**src/rtl/gf_inv_div_seq.sv**
```systemverilog
`default_nettype none
// ============================================================================
//  Module   : gf_inv_div_seq
//  Purpose  : Sequential GF(2^M) inverter / divider (polynomial basis).
//             Computes den^(2^M-2) with one multiply and one square per
//             cycle; an optional extra multiply by num yields num/den.
//  Revision : 1.0  initial release
//
//  Ports
//    clk        rising-edge clock
//    rst_n      asynchronous active-low reset
//    in_valid   request valid
//    in_ready   block can accept a request (state-decoded, IDLE only)
//    in_div     0: den^-1, 1: num*den^-1
//    in_num     numerator (ignored when in_div=0)
//    in_den     denominator / operand to invert
//    out_valid  result valid (held until out_ready)
//    out_ready  consumer accepts result
//    out_data   result, polynomial basis (0 when den was 0)
//    out_zero   den was 0, inverse undefined
// ============================================================================
module gf_inv_div_seq #(
  parameter int             M    = 13,
  parameter logic [M-1:0]   POLY = M'(16'h001B)
) (
  input  logic         clk,
  input  logic         rst_n,
  input  logic         in_valid,
  output logic         in_ready,
  input  logic         in_div,
  input  logic [M-1:0] in_num,
  input  logic [M-1:0] in_den,
  output logic         out_valid,
  input  logic         out_ready,
  output logic [M-1:0] out_data,
  output logic         out_zero
);

  localparam int CW = $clog2(M);

  typedef enum logic [1:0] {
    S_IDLE = 2'd0,
    S_CALC = 2'd1,
    S_MUL  = 2'd2,
    S_DONE = 2'd3
  } state_t;

  state_t         state_q, state_d;
  logic [M-1:0]   acc_q, acc_d;
  logic [M-1:0]   sq_q, sq_d;
  logic [M-1:0]   num_q, num_d;
  logic           div_q, div_d;
  logic           zero_q, zero_d;
  logic [CW-1:0]  cnt_q, cnt_d;

  logic [M-1:0]   sq_in, sq_out;
  logic [M-1:0]   mul_b, prod;

  // Shift-and-add multiply, MSB of b first; each step doubles the partial
  // result (reducing x^M back through POLY) and then adds a if the bit is set.
  function automatic logic [M-1:0] gf_mul(input logic [M-1:0] a,
                                           input logic [M-1:0] b);
    logic [M-1:0] r;
    r = '0;
    for (int i = M - 1; i >= 0; i--) begin
      r = {r[M-2:0], 1'b0} ^ (r[M-1] ? POLY : '0);
      if (b[i]) r = r ^ a;
    end
    return r;
  endfunction

  // Squaring in GF(2^M) is linear: spread the bits to even positions,
  // then fold the upper M-1 terms down from the top.
  function automatic logic [M-1:0] gf_sq(input logic [M-1:0] a);
    logic [2*M-2:0] s;
    s = '0;
    for (int i = 0; i < M; i++) s[2*i] = a[i];
    for (int k = 2*M - 2; k >= M; k--) begin
      if (s[k]) begin
        s[k] = 1'b0;
        s[k-M +: M] = s[k-M +: M] ^ POLY;
      end
    end
    return s[M-1:0];
  endfunction

  // One squarer and one multiplier are shared across states: the squarer
  // seeds den^2 on accept, and the multiplier takes num in the final step.
  assign sq_in  = (state_q == S_IDLE) ? in_den : sq_q;
  assign sq_out = gf_sq(sq_in);
  assign mul_b  = (state_q == S_MUL) ? num_q : sq_q;
  assign prod   = gf_mul(acc_q, mul_b);

  always_ff @(posedge clk or negedge rst_n) begin
    if (!rst_n) begin
      state_q <= S_IDLE;
      acc_q   <= '0;
      sq_q    <= '0;
      num_q   <= '0;
      div_q   <= 1'b0;
      zero_q  <= 1'b0;
      cnt_q   <= '0;
    end else begin
      state_q <= state_d;
      acc_q   <= acc_d;
      sq_q    <= sq_d;
      num_q   <= num_d;
      div_q   <= div_d;
      zero_q  <= zero_d;
      cnt_q   <= cnt_d;
    end
  end

  always_comb begin
    state_d = state_q;
    acc_d   = acc_q;
    sq_d    = sq_q;
    num_d   = num_q;
    div_d   = div_q;
    zero_d  = zero_q;
    cnt_d   = cnt_q;
    case (state_q)
      S_IDLE: begin
        if (in_valid) begin
          acc_d   = M'(1);
          sq_d    = sq_out;
          num_d   = in_num;
          div_d   = in_div;
          zero_d  = (in_den == '0);
          cnt_d   = CW'(M - 2);
          state_d = S_CALC;
        end
      end
      S_CALC: begin
        acc_d = prod;
        sq_d  = sq_out;
        if (cnt_q == '0) begin
          state_d = div_q ? S_MUL : S_DONE;
        end else begin
          cnt_d = cnt_q - CW'(1);
        end
      end
      S_MUL: begin
        acc_d   = prod;
        state_d = S_DONE;
      end
      S_DONE: begin
        if (out_ready) state_d = S_IDLE;
      end
      default: state_d = S_IDLE;
    endcase
  end

  // All outputs decode from registered state only.
  assign in_ready  = (state_q == S_IDLE);
  assign out_valid = (state_q == S_DONE);
  assign out_zero  = (state_q == S_DONE) && zero_q;
  assign out_data  = ((state_q == S_DONE) && !zero_q) ? acc_q : '0;

endmodule
`default_nettype wire

```
**config.mk**
```make
export PLATFORM = sky130hd
export DESIGN_NAME = gf_inv_div_seq
export DESIGN_NICKNAME = d
export VERILOG_FILES = /design/src/rtl/gf_inv_div_seq.sv
export SDC_FILE = /design/constraint.sdc
export NUM_CORES = 1
export LEC_CHECK = 0
export ABC_AREA = 1
export BUFFER_PORTS_ARGS = -buffer_cell sky130_fd_sc_hd__buf_4
export CAP_MARGIN = 40
export CELL_PAD_IN_SITES_DETAIL_PLACEMENT = 0
export CELL_PAD_IN_SITES_GLOBAL_PLACEMENT = 1
export CORE_MARGIN = 1
export CORE_UTILIZATION = 35
export CTS_CLUSTER_DIAMETER = 50
export DETAILED_ROUTE_END_ITERATION = 8
export HOLD_SLACK_MARGIN = 0.05
export PLACE_DENSITY = 0.67
export SYNTH_ARGS = -nofsm -noshare
export SYNTH_HDL_FRONTEND = slang
export SYNTH_SLANG_ARGS = --single-unit
```
**constraint.sdc**
```tcl
create_clock -name clk -period 3.61 [get_ports clk]
set_input_delay 0.722 -clock clk [delete_from_list [all_inputs] [get_ports clk]]
set_output_delay 0.722 -clock clk [all_outputs]
set_load 0.02 [all_outputs]
```
# After elaboration in Yosys (flattened, before gate mapping)
# Index checks and enable logic that the tools add are counted.
# Widths: inputs -> output; s select.
[op_classes]
addsub = 1
n_eq_ne = 7
n_mux = 52
n_bitwise = 36
reduce_logical = 14
[op_table]
columns = ["operator", "n"]
rows = [
  ["$mux 13", 18],
  ["$xor 13x13->13", 12],
  ["$xor 13x5->13", 12],
  ["$mux 5", 24],
  ["$pmux 13 s2", 2],
  ["$not 4->4", 11],
  ["$logic_not 13->1", 1],
  ["$mux 4", 2],
  ["$pmux 2 s4", 1],
  ["$pmux 4 s2", 1],
  ["$mux 2", 3],
  ["$ne 2x2->1 const B", 3],
  ["$reduce_and 2->1", 3],
  ["$reduce_and 3->1", 2],
  ["$eq 2x2->1 const B", 2],
  ["$logic_not 4->1", 1],
  ["$not 3->4", 1],
  ["$reduce_bool 2->1", 2],
  ["$sub 4x1->4 const B", 1],
  ["$eq 2x1->1 const B", 1],
  ["$logic_and 1x1->1", 2],
  ["$logic_not 2->1", 1],
  ["$ne 2x1->1 const B", 1],
  ["$reduce_or 2->1", 1],
  ["other kinds (2)", 2],
]
[totals]
reg_bits = 47
inputBits = 31
output_inout_bits = 16

# Logic depth before layout (Yosys ltp)
# Gate-level depths: netlist of run 1.
[depth]
ltp_word = 52
depth_mapped = 27
mapped_depth_nobuf = 25

# Worst setup path after synthesis of run 1
# OpenSTA, ideal clock, no wires.
[synth_path]
kind = "register -> register"
startpoint = "register state_q[0]"
endpoint = "register acc_q[7]"
setup_time_ns = 0.117
t_arrival_ns = 2.390
required_ns = 3.493
setup_slack_ns = 1.102
stages_incl_launch_ff = 18
n_path_buf = 3
synth_period_minus_slack_ns = 2.508
path_cell_list = "dfrtp_1 inv_1 ha_1 buf_6 inv_4 buf_12 or2_2 o21ai_1 buf_4 nor2_1 xor2_1 xor2_1 nand2_1 nand2_1 xor2_1 nand2_1 nand3_1 nand2_1"
[synth_between]
elab_chain_cells = 41
elab_cells_between_ends = 50
classes_between = "3 x eq/ne; 19 x mux; 24 x bitwise; 4 x reduce/logical"
[synth_rtl]
columns = ["element", "line", "source"]
rows = [
  ["start: declaration", "48", "state_t state_q, state_d;"],
  ["start signal: assignment", "104", "state_q <= state_d;"],
  ["$eq 2x2->1", "91, 122", ""],
  ["$mux 13", "91", "assign mul_b = (state_q == S_MUL) ? num_q : sq_q;"],
  ["$mux 13", "67", "if (b[i]) r = r ^ a;"],
  ["$xor 13x5->13", "66", "r = {r[M-2:0], 1'b0} ^ (r[M-1] ? POLY : '0);"],
  ["$xor 13x13->13", "67", ""],
  ["$mux 13", "67", ""],
  ["$xor 13x5->13", "66", ""],
  ["$xor 13x13->13", "67", ""],
  ["[25 not listed]", "-", ""],
  ["$mux 13", "67", ""],
  ["$xor 13x5->13", "66", ""],
  ["$xor 13x13->13", "67", ""],
  ["$mux 13", "67", ""],
  ["$xor 13x5->13", "66", ""],
  ["$xor 13x13->13", "67", ""],
  ["$mux 13", "67", ""],
  ["$pmux 13 s2", "122", "case (state_q)"],
  ["end signal: assignment", "97", "acc_q <= '0;"],
  ["end signal: assignment", "105", "acc_q <= acc_d;"],
  ["end: declaration", "49", "logic [M-1:0] acc_q, acc_d;"],
]
# Several ways; a longest one is shown, not always the timed one.
# A chain may end at the register's enable or synchronous reset.

# Worst setup path in the final report of run 1
[layout_path]
startpoint = "register state_q[0]"
endpoint = "register acc_q[1]"
[layout_between]
elab_chain_cells = 42
elab_cells_between_ends = 51
classes_between = "3 x eq/ne; 20 x mux; 24 x bitwise; 4 x reduce/logical"
[layout_rtl]
columns = ["element", "line"]
rows = [
  ["$eq 2x2->1", "91, 122"],
  ["$mux 13", "91"],
  ["$mux 13", "67"],
  ["$mux 5 or $xor 13x5->13 (tied branches)", "66"],
  ["$xor 13x5->13 or $xor 13x13->13 (tied branches)", "66, 67"],
  ["$xor 13x13->13 or $mux 13 (tied branches)", "67"],
  ["$mux 13, or another cell as far along", "67"],
  ["$xor 13x5->13 or $xor 13x13->13 (tied branches)", "66, 67"],
  ["[26 not listed]", "-"],
  ["$mux 5 or $xor 13x5->13 (tied branches)", "66"],
  ["$xor 13x5->13 or $xor 13x13->13 (tied branches)", "66, 67"],
  ["$xor 13x13->13 or $mux 13 (tied branches)", "67"],
  ["$mux 13 or $mux 5 (tied branches)", "67, 66"],
  ["$xor 13x5->13", "66"],
  ["$xor 13x13->13", "67"],
  ["$mux 13", "67"],
  ["$pmux 13 s2", "122"],
]
# Several ways; a longest one is shown, not always the timed one.

==> results of run 1 <==
[cells in the mapped netlist, types with 3 or more instances]
library cell / n
nand2_1: 337
nor2_1: 153
inv_1: 143
nand3_1: 105
xor2_1: 63
dfrtp_1: 47
o21ai_0: 42
xnor2_1: 35
clkbuf_1: 20
a21oi_1: 17
nand2_2: 16
nand3b_1: 11
buf_2: 8
nand2_4: 7
o21ai_1: 7
ha_1: 6
nand4_1: 6
inv_2: 5
buf_6: 4
clkinv_1: 4
nor2_2: 4
or2_1: 4
or2_2: 4
buf_4: 3
mux2_2: 3
nor2_4: 3
nor4_1: 3
o21ai_2: 3
xor2_2: 3
[state kept, by name, summed over array words and instances, names as in the netlist]
register / count
acc_q: 13
cnt_q: 4
div_q: 1
num_q: 13
sq_q: 13
state_q: 2
zero_q: 1
[how the worst min path moves through the flow]
stage,from,to,slack [ps],cells past startpoint
CTS,rst_n,sq_q[7],490,1
detailed placement,sq_q[2],sq_q[2],480,2
global route,rst_n,sq_q[10],510,1
floorplan,rst_n,acc_q[0],430,0
global placement,sq_q[6],sq_q[6],470,2
finish,rst_n,sq_q[10],460,1
[cell type report]
class                           instances  area (sq um)  share of cell area
Multi-Input combinational cell        841          4285              0.6059
Inverter                              153         576.8             0.08155
Timing Repair Buffer                   79         590.6             0.08350
Clock inverter                          2         37.54            0.005307
Clock buffer                            5         125.1             0.01769
Tap cell                              225         281.5             0.03980
Sequential cell                        47          1176              0.1663
[layer usage]
layer / up-vias / share of wire / GRT usage
met5: - / 0 / 0
met2: 148 / 0.47 / 0.4099
li1: 3375 / - / -
met3: 19 / 0.041 / 0.02918
met1: 2940 / 0.48 / 0.3211
met4: 0 / 0.015 / 0.06679
[cells by family after synthesis]
logic type,count (synthesis),share of synthesized area
and+or+nand+nor,656,0.4528
DFF,47,0.1881
AOI/OAI and AO/OA,71,0.05922
muxes,5,0.008603
xor gates and xnor gates,103,0.1523
adders and majority gates,6,0.01200
buffers and inverters,190,0.1270
[through the flow]
step,util,area [sq um],setup slack (ps)
6_report,0.4075,7073,428.5
3_5_place_dp,0.3980,6908,238.1
4_1_cts,0.4074,7071,225.2
2_1_floorplan,-,6254,1102
3_3_place_gp,0.3973,6895,284.9
5_1_grt,0.4075,7073,35.51
[worst max-delay path: stages (launching register included)]
cell,delay [ps]
dfrtp_1,410
inv_1,110
ha_2,350
inv_4,170
nand2_4,100
nand2_1,330
inv_1,270
nand3_1,130
nand3b_1,100
nand2_1,70
nor2_1,120
inv_1,50
nand2_1,50
nand2_1,100
nand2_2,160
xnor3_1,250
inv_1,70
nand2_1,50
nand3_1,60
o21ai_0,80
==> run summary, run 1 <==
Starting utilization of the core area -> 0.3603
CTS tree -> yes
Most frequent cells in the layout -> nand2_1, nor2_1, inv_1, nand3_1, buf_4
CTS hold repair buffers -> 0
Hpwl dp -> 16,330 um
Largest net degree at the start of global routing -> 48
Overall Global Routing Usage -> 0.2420
Clk Latency, worst-skew pair -> 310 ps
Post-CTS sizing -> 0
Main synth FF type -> dfrtp_1
Final count of negative-setup-slack endpoints -> 0
Yosys synthesis warning count -> 0
# DRC -> 0
Reg2Reg Launch Point -> state_q[0]
Total number of vias -> 6,482
Port buffer count -> 46
Post-Synthesis Cell Area -> 6253 sq um
Total gr overflow -> 0
CP endpoint -> acc_q[1]
Reg2Reg Setup Slack -> 430 ps
CP arrival -> 3360 ps
Post-synthesis sequential area ratio -> 0.1881
Syn nets -> 1,115
Ant diodes -> 0
CTS sink cnt -> 47
Area Growth Syn to Fin -> 13.11%
EDFF count, synth -> 0
Final TNS setup -> 0 ps
Endpoint of the worst register-to-register path -> acc_q[1]
Detail Route Antenna Nets -> 0
Mean Syn Cell Area -> 5.801 sq um
Worst Hold Class -> input pin to async pin
Placed cell count -> 1,345
Worst path required time -> 3790 ps
Relative slew margins -> 0.4966
RSZ-0062 raised after global routing -> no
Gate Count Post-Synth -> 1,078
Final net count -> 1,164
GP Congestion -> 0.8596
H-tree levels -> 2
R2R depth -> 19
Kind of critical path -> flop to flop
Status -> complete, no violations
Number of global-route vias before repair -> 5,996
Top post-synthesis cells by area -> nand2_1, dfrtp_1, nor2_1
Ports -> 47
Worst-Margin Slew -> 750.0 ps
Die Y -> 135.7 um
Yosys cell types -> 38
Setup crit start kind -> flop
CP Max Fanout -> 12
Fin. Hold Viols -> 0
Avg WL per Cell -> 15.67 um
Clock Pin Slew Worst Setup and Hold Paths -> 70 ps
Worst Setup SP -> state_q[0]
Post-synth top area cell -> nand2_1
Die area -> 18,410 sq um
Tmin final -> 3181 ps
Final std cells w/o fill -> 1,352
Slew Viols, Final -> 0
Synthesized flop and latch total -> 47
Number of setup buffers added after CTS -> 0
Most common cell after layout, fill and taps aside -> nand2_1
WL final -> 21,180 um
Fillers -> 1,950
First-pass GRT wire length -> 33,140 um
DR iter-0 viols -> 406
Initial antenna violation count -> 0
TritonCTS Buffers -> 5
Share of the synthesized area in the top cell type -> 0.2023
Final worst path period share -> 0.8813
Proportion of layout cells with a drive suffix above 1 -> 0.1233
Clk buf depth -> 2
FFs w/ async S/R, synth -> 1.000
Core footprint -> 17,360 sq um
Vias per cell -> 4.794
CP endpoint kind -> flop
Max Cap Violations -> 0
First-pass iteration count of the detailed router -> 5
Die X -> 135.7 um
Clock Skews -> 10.39 ps
FMAX -> 314.3 MHz
WHS -> 456.2 ps
CTS root buf -> clkbuf_16
Site Rows -> 48
Power of run 1 is not shown: default switching activity piles up to over one toggle a cycle in this logic, so the estimate is an artifact.
==> inputs of run 2 (changes only) <==
--- a/config.mk
+++ b/config.mk
@@ -5,7 +5,6 @@
 export SDC_FILE = /design/constraint.sdc
 export NUM_CORES = 1
 export LEC_CHECK = 0
-export ABC_AREA = 1
 export BUFFER_PORTS_ARGS = -buffer_cell sky130_fd_sc_hd__buf_4
 export CAP_MARGIN = 40
 export CELL_PAD_IN_SITES_DETAIL_PLACEMENT = 0
@@ -15,7 +14,7 @@
 export CTS_CLUSTER_DIAMETER = 50
 export DETAILED_ROUTE_END_ITERATION = 8
 export HOLD_SLACK_MARGIN = 0.05
-export PLACE_DENSITY = 0.67
+export PLACE_DENSITY = 0.63
 export SYNTH_ARGS = -nofsm -noshare
 export SYNTH_HDL_FRONTEND = slang
 export SYNTH_SLANG_ARGS = --single-unit
==> run summary, run 2 <==
Status -> complete, no violations
Die Y -> 124.2 um
Ant diodes -> 0
Number of global-route vias before repair -> 4,269
GP Congestion -> 0.8334
Vias per cell -> 5.022
Final worst path period share -> 0.9463
Worst-Margin Slew -> 837.2 ps
Top post-synthesis cells by area -> xnor2_1, dfrtp_1, nand2_1
FMAX -> 292.7 MHz
Area of the multi-input gates -> 3794 sq um
Area Growth Syn to Fin -> 13.27%
H-tree levels -> 2
Mean Syn Cell Area -> 7.889 sq um
TritonCTS Buffers -> 5
Die X -> 124.2 um
Hpwl dp -> 11,080 um
Proportion of layout cells with a drive suffix above 1 -> 0.1531
Synthesized flop and latch total -> 47
Worst path required time -> 3770 ps
Number of setup buffers added after CTS -> 0
R2R depth -> 12
Final net count -> 722
RSZ-0062 raised after global routing -> no
Post-synth top area cell -> xnor2_1
Clock Pin Slew Worst Setup and Hold Paths -> 70 ps
Total gr overflow -> 0
Cell family with most CP delay -> XOR/XNOR gates
Post-synthesis sequential area ratio -> 0.2252
Share of the synthesized area in the top cell type -> 0.2432
Cell count along the critical path -> 12
CP Max Fanout -> 16
CTS root buf -> clkbuf_16
Worst Hold Class -> input pin to async pin
Post-Synthesis Cell Area -> 5223 sq um
Fillers -> 1,492
Site Rows -> 44
FFs w/ async S/R, synth -> 1.000
Most frequent cells in the layout -> nand2_1, xnor2_1, buf_4, dfrtp_1, xor2_1
Overall Global Routing Usage -> 0.2125
Most common cell in the netlist -> nand2_1
Detail Route Antenna Nets -> 0
Commonest cells post-synth -> nand2_1, xnor2_1, dfrtp_1
Port buffer count -> 46
Final TNS setup -> 0 ps
CP max stage delay -> 500 ps
Initial antenna violation count -> 0
Clk Latency, worst-skew pair -> 290 ps
Clk buf depth -> 2
Slew Viols, Final -> 0
Yosys cell types -> 46
Reg area -> 1176 sq um
Starting utilization of the core area -> 0.3593
Critical Path, Cell by Cell -> inv_1, ha_1, buf_12, mux2_2, a22o_1, a211oi_1, o221ai_2, xnor3_2, xor2_4, xnor2_2, xnor2_1, o21ai_1
Core footprint -> 14,530 sq um
Relative slew margins -> 0.4398
CTS tree -> yes
Yosys synthesis warning count -> 0
Syn nets -> 699
Main synth FF type -> dfrtp_1
CP arrival -> 3580 ps
Gate Count Post-Synth -> 662
# DRC -> 0
Largest net degree at the start of global routing -> 48
Post-CTS sizing -> 0
DR iter-0 viols -> 265
Kind of critical path -> flop to flop
WL final -> 15,410 um
Die area -> 15,410 sq um
Setup crit start kind -> flop
Tmin final -> 3416 ps
Fin. Hold Viols -> 0
CTS hold repair buffers -> 0
Slowest CP cell -> mux2_2
First-pass GRT wire length -> 24,560 um
Clock Skews -> 2.506 ps
Ports -> 47
First-pass iteration count of the detailed router -> 5
Total number of vias -> 4,369
CP endpoint kind -> flop
Most common cell after layout, fill and taps aside -> nand2_1
Final count of negative-setup-slack endpoints -> 0
Largest regs -> acc_q: 13 flops, num_q: 13 flops, sq_q: 13 flops
Max Cap Violations -> 0
CTS sink cnt -> 47
EDFF count, synth -> 0
CP Buf/Inv Count -> 2
Avg WL per Cell -> 17.71 um
[run 2: cell count changes in the layout (fill, tap and decap cells not counted), moves of 11 or more]
cell,delta
nand3_1,-99
xnor2_1,+110
o21ai_0,-21
nand2_2,-16
mux2_2,+22
xor2_1,-23
nor2_1,-133
nand3b_1,-11
and2_1,+12
nand2_1,-153
inv_1,-133
buf_4,-16
[run 2: routing by layer]
metal / vias up / wire length (um) / part of all wire / global-route usage
met3: 13 / 592 / 0.038 / 0.02839
met4: 0 / 155 / 0.010 / 0.03795
met2: 93 / 6821 / 0.44 / 0.3249
met5: - / 0 / 0 / 0
met1: 2103 / 7842 / 0.51 / 0.3176
li1: 2160 / - / - / -
[run 2: metrics by stage]
step           utilization  area [sq um]  cells  setup WS [ps]  hold slack (ps)
3_5_place_dp        0.3940          5727    862          233.5            492.5
4_1_cts             0.4070          5916    870          212.1            477.2
3_3_place_gp        0.3940          5727    862          321.3            487.0
6_report            0.4070          5916    870          193.9            437.9
2_1_floorplan            -          5223    662          602.3            426.4
5_1_grt             0.4070          5916    870          40.18            490.0
[run 2: final timing paths]
| path | startpoint | end | slack (ps) |
|---|---|---|---|
| max in group asynchronous | rst_n | num_q[9] | 2740 |
| worst min-delay path | rst_n | cnt_q[1] | 440 |
| min in group clk | num_q[1] | num_q[1] | 520 |
| worst max-delay path | state_q[0] | acc_q[1] | 190 |
| worst min register to register | num_q[1] | num_q[1] | 520 |
| worst max register to register | state_q[0] | acc_q[1] | 190 |
[run 2: cell families after synthesis]
kind of cell | Yosys count | synth area share
AND/OR/NAND/NOR | 246 | 0.1948
XOR/XNOR | 195 | 0.3522
AO/OA/AOI/OAI | 73 | 0.08313
buffers and inverters | 58 | 0.04839
flip-flops | 47 | 0.2252
multiplexers | 37 | 0.08194
adder cells (fa/ha/maj) | 6 | 0.01437
[run 2: cell type report]
cell class / instances / area share
multi-input cells: 557 / 0.6413
clock buffers: 6 / 0.02179
repair buffers: 63 / 0.08206
well taps: 184 / 0.03892
flip-flops and latches: 47 / 0.1988
clock inverters: 2 / 0.01015
inverters: 11 / 0.006980
Power of run 2 is left out for the same reason.
==> inputs of run 3 (changes only) <==
--- a/config.mk
+++ b/config.mk
@@ -13,6 +13,7 @@
 export CORE_UTILIZATION = 35
 export CTS_CLUSTER_DIAMETER = 50
 export DETAILED_ROUTE_END_ITERATION = 8
+export GPL_TIMING_DRIVEN = 0
 export HOLD_SLACK_MARGIN = 0.05
 export PLACE_DENSITY = 0.63
 export SYNTH_ARGS = -nofsm -noshare
==> run summary, run 3 (synthesized netlist as in run 2, its figures left out) <==
CTS sink cnt -> 47
Slowest CP cell -> xnor3_2
First-pass GRT wire length -> 25,170 um
Number of global-route vias before repair -> 4,345
# DRC -> 0
Vias per cell -> 5.019
Max Cap Violations -> 0
CP Max Fanout -> 10
Clk Latency, worst-skew pair -> 300 ps
Hpwl dp -> 11,890 um
Final count of negative-setup-slack endpoints -> 0
Avg WL per Cell -> 17.52 um
Post-CTS sizing -> 0
Worst path required time -> 3770 ps
Clock Pin Slew Worst Setup and Hold Paths -> 70 ps
Final worst path period share -> 0.9430
Site Rows -> 44
H-tree levels -> 2
Port buffer count -> 43
CP arrival -> 3570 ps
Die Y -> 124.2 um
Cell family with most CP delay -> XOR/XNOR gates
FMAX -> 293.8 MHz
Clk buf depth -> 2
Worst-Margin Slew -> 778.2 ps
Most frequent cells in the layout -> nand2_1, xnor2_1, dfrtp_1, buf_4, xor2_1
CTS tree -> yes
CP endpoint kind -> flop
Total gr overflow -> 0
CTS root buf -> clkbuf_16
Die area -> 15,410 sq um
Kind of critical path -> flop to flop
Total number of vias -> 4,502
Tmin final -> 3404 ps
GP Congestion -> 0.8235
Largest regs -> acc_q: 13 flops, num_q: 13 flops, sq_q: 13 flops
Clock Skews -> 2.861 ps
Overall Global Routing Usage -> 0.2189
Final TNS setup -> 0 ps
WL final -> 15,710 um
Fin. Hold Viols -> 0
Ports -> 47
Area Growth Syn to Fin -> 13.61%
RSZ-0062 raised after global routing -> no
CP max stage delay -> 560 ps
Initial antenna violation count -> 0
Worst Hold Class -> input pin to async pin
TritonCTS Buffers -> 5
Relative slew margins -> 0.4793
Core footprint -> 14,530 sq um
Detail Route Antenna Nets -> 0
Most common cell after layout, fill and taps aside -> nand2_1
Ant diodes -> 0
Status -> complete, no violations
Starting utilization of the core area -> 0.3593
First-pass iteration count of the detailed router -> 5
CP Buf/Inv Count -> 3
Critical Path, Cell by Cell -> inv_1, ha_1, buf_6, buf_8, mux2_4, nor4_1, a211oi_1, o221ai_2, xnor3_2, xor2_4, xnor2_2, xnor2_1, o21ai_1
Setup crit start kind -> flop
Final net count -> 749
DR iter-0 viols -> 201
CTS hold repair buffers -> 0
Number of setup buffers added after CTS -> 0
WHS -> 439.5 ps
Slew Viols, Final -> 0
Proportion of layout cells with a drive suffix above 1 -> 0.1403
Die X -> 124.2 um
Largest net degree at the start of global routing -> 48
[run 3: changes by cell type in the layout (fill, tap and decap cells not counted), sizes merged]
| cell | before | now |
|---|---|---|
| bufinv | 2 | 0 |
| clkbuf | 6 | 35 |
| inv | 10 | 12 |
| clkinv | 1 | 2 |
| buf | 63 | 60 |
[run 3: worst paths after layout]
kind | endpoint | startpoint | slack, ps | cells past startpoint
max | acc_q[4] | state_q[0] | 210 | 13
min | cnt_q[2] | rst_n | 440 | 1
max reg2reg | acc_q[4] | state_q[0] | 210 | 13
min reg2reg | num_q[6] | num_q[6] | 510 | 1
max in group asynchronous | acc_q[11] | rst_n | 2740 | 1
min in group clk | num_q[6] | num_q[6] | 510 | 1
[run 3: per-stage QoR]
| step | area [sq um] | util | worst slack (ps) | instances |
|---|---|---|---|---|
| after global placement | 5776 | 0.3974 | 248.8 | 889 |
| final | 5933 | 0.4082 | 205.9 | 897 |
| after global routing | 5933 | 0.4082 | 25.16 | 897 |
| after CTS | 5923 | 0.4075 | 180.9 | 897 |
| after floorplan | 5223 | - | 602.3 | 662 |
| after detailed placement | 5776 | 0.3974 | 216.4 | 889 |
[run 3: final cells by class]
cell class | count | area, sq um
inverters | 11 | 41.29
flip-flops and latches | 47 | 1176
multi-input cells | 557 | 3804
well taps | 184 | 230.2
fillers | 1527 | 8601
repair buffers | 43 | 322.8
clock buffers | 5 | 125.1
clock inverters | 3 | 22.52
plain buffers | 47 | 211.5
[run 3: metal layers]
metal	global-route usage	routed length, um	share of wire	up-vias
met5	0	0	0	-
met4	0.03423	104	0.0066	0
met3	0.02060	600	0.038	9
met2	0.3519	7065	0.45	98
met1	0.3203	7943	0.51	2171
li1	-	-	-	2224
Power of run 3 is left out for the same reason.
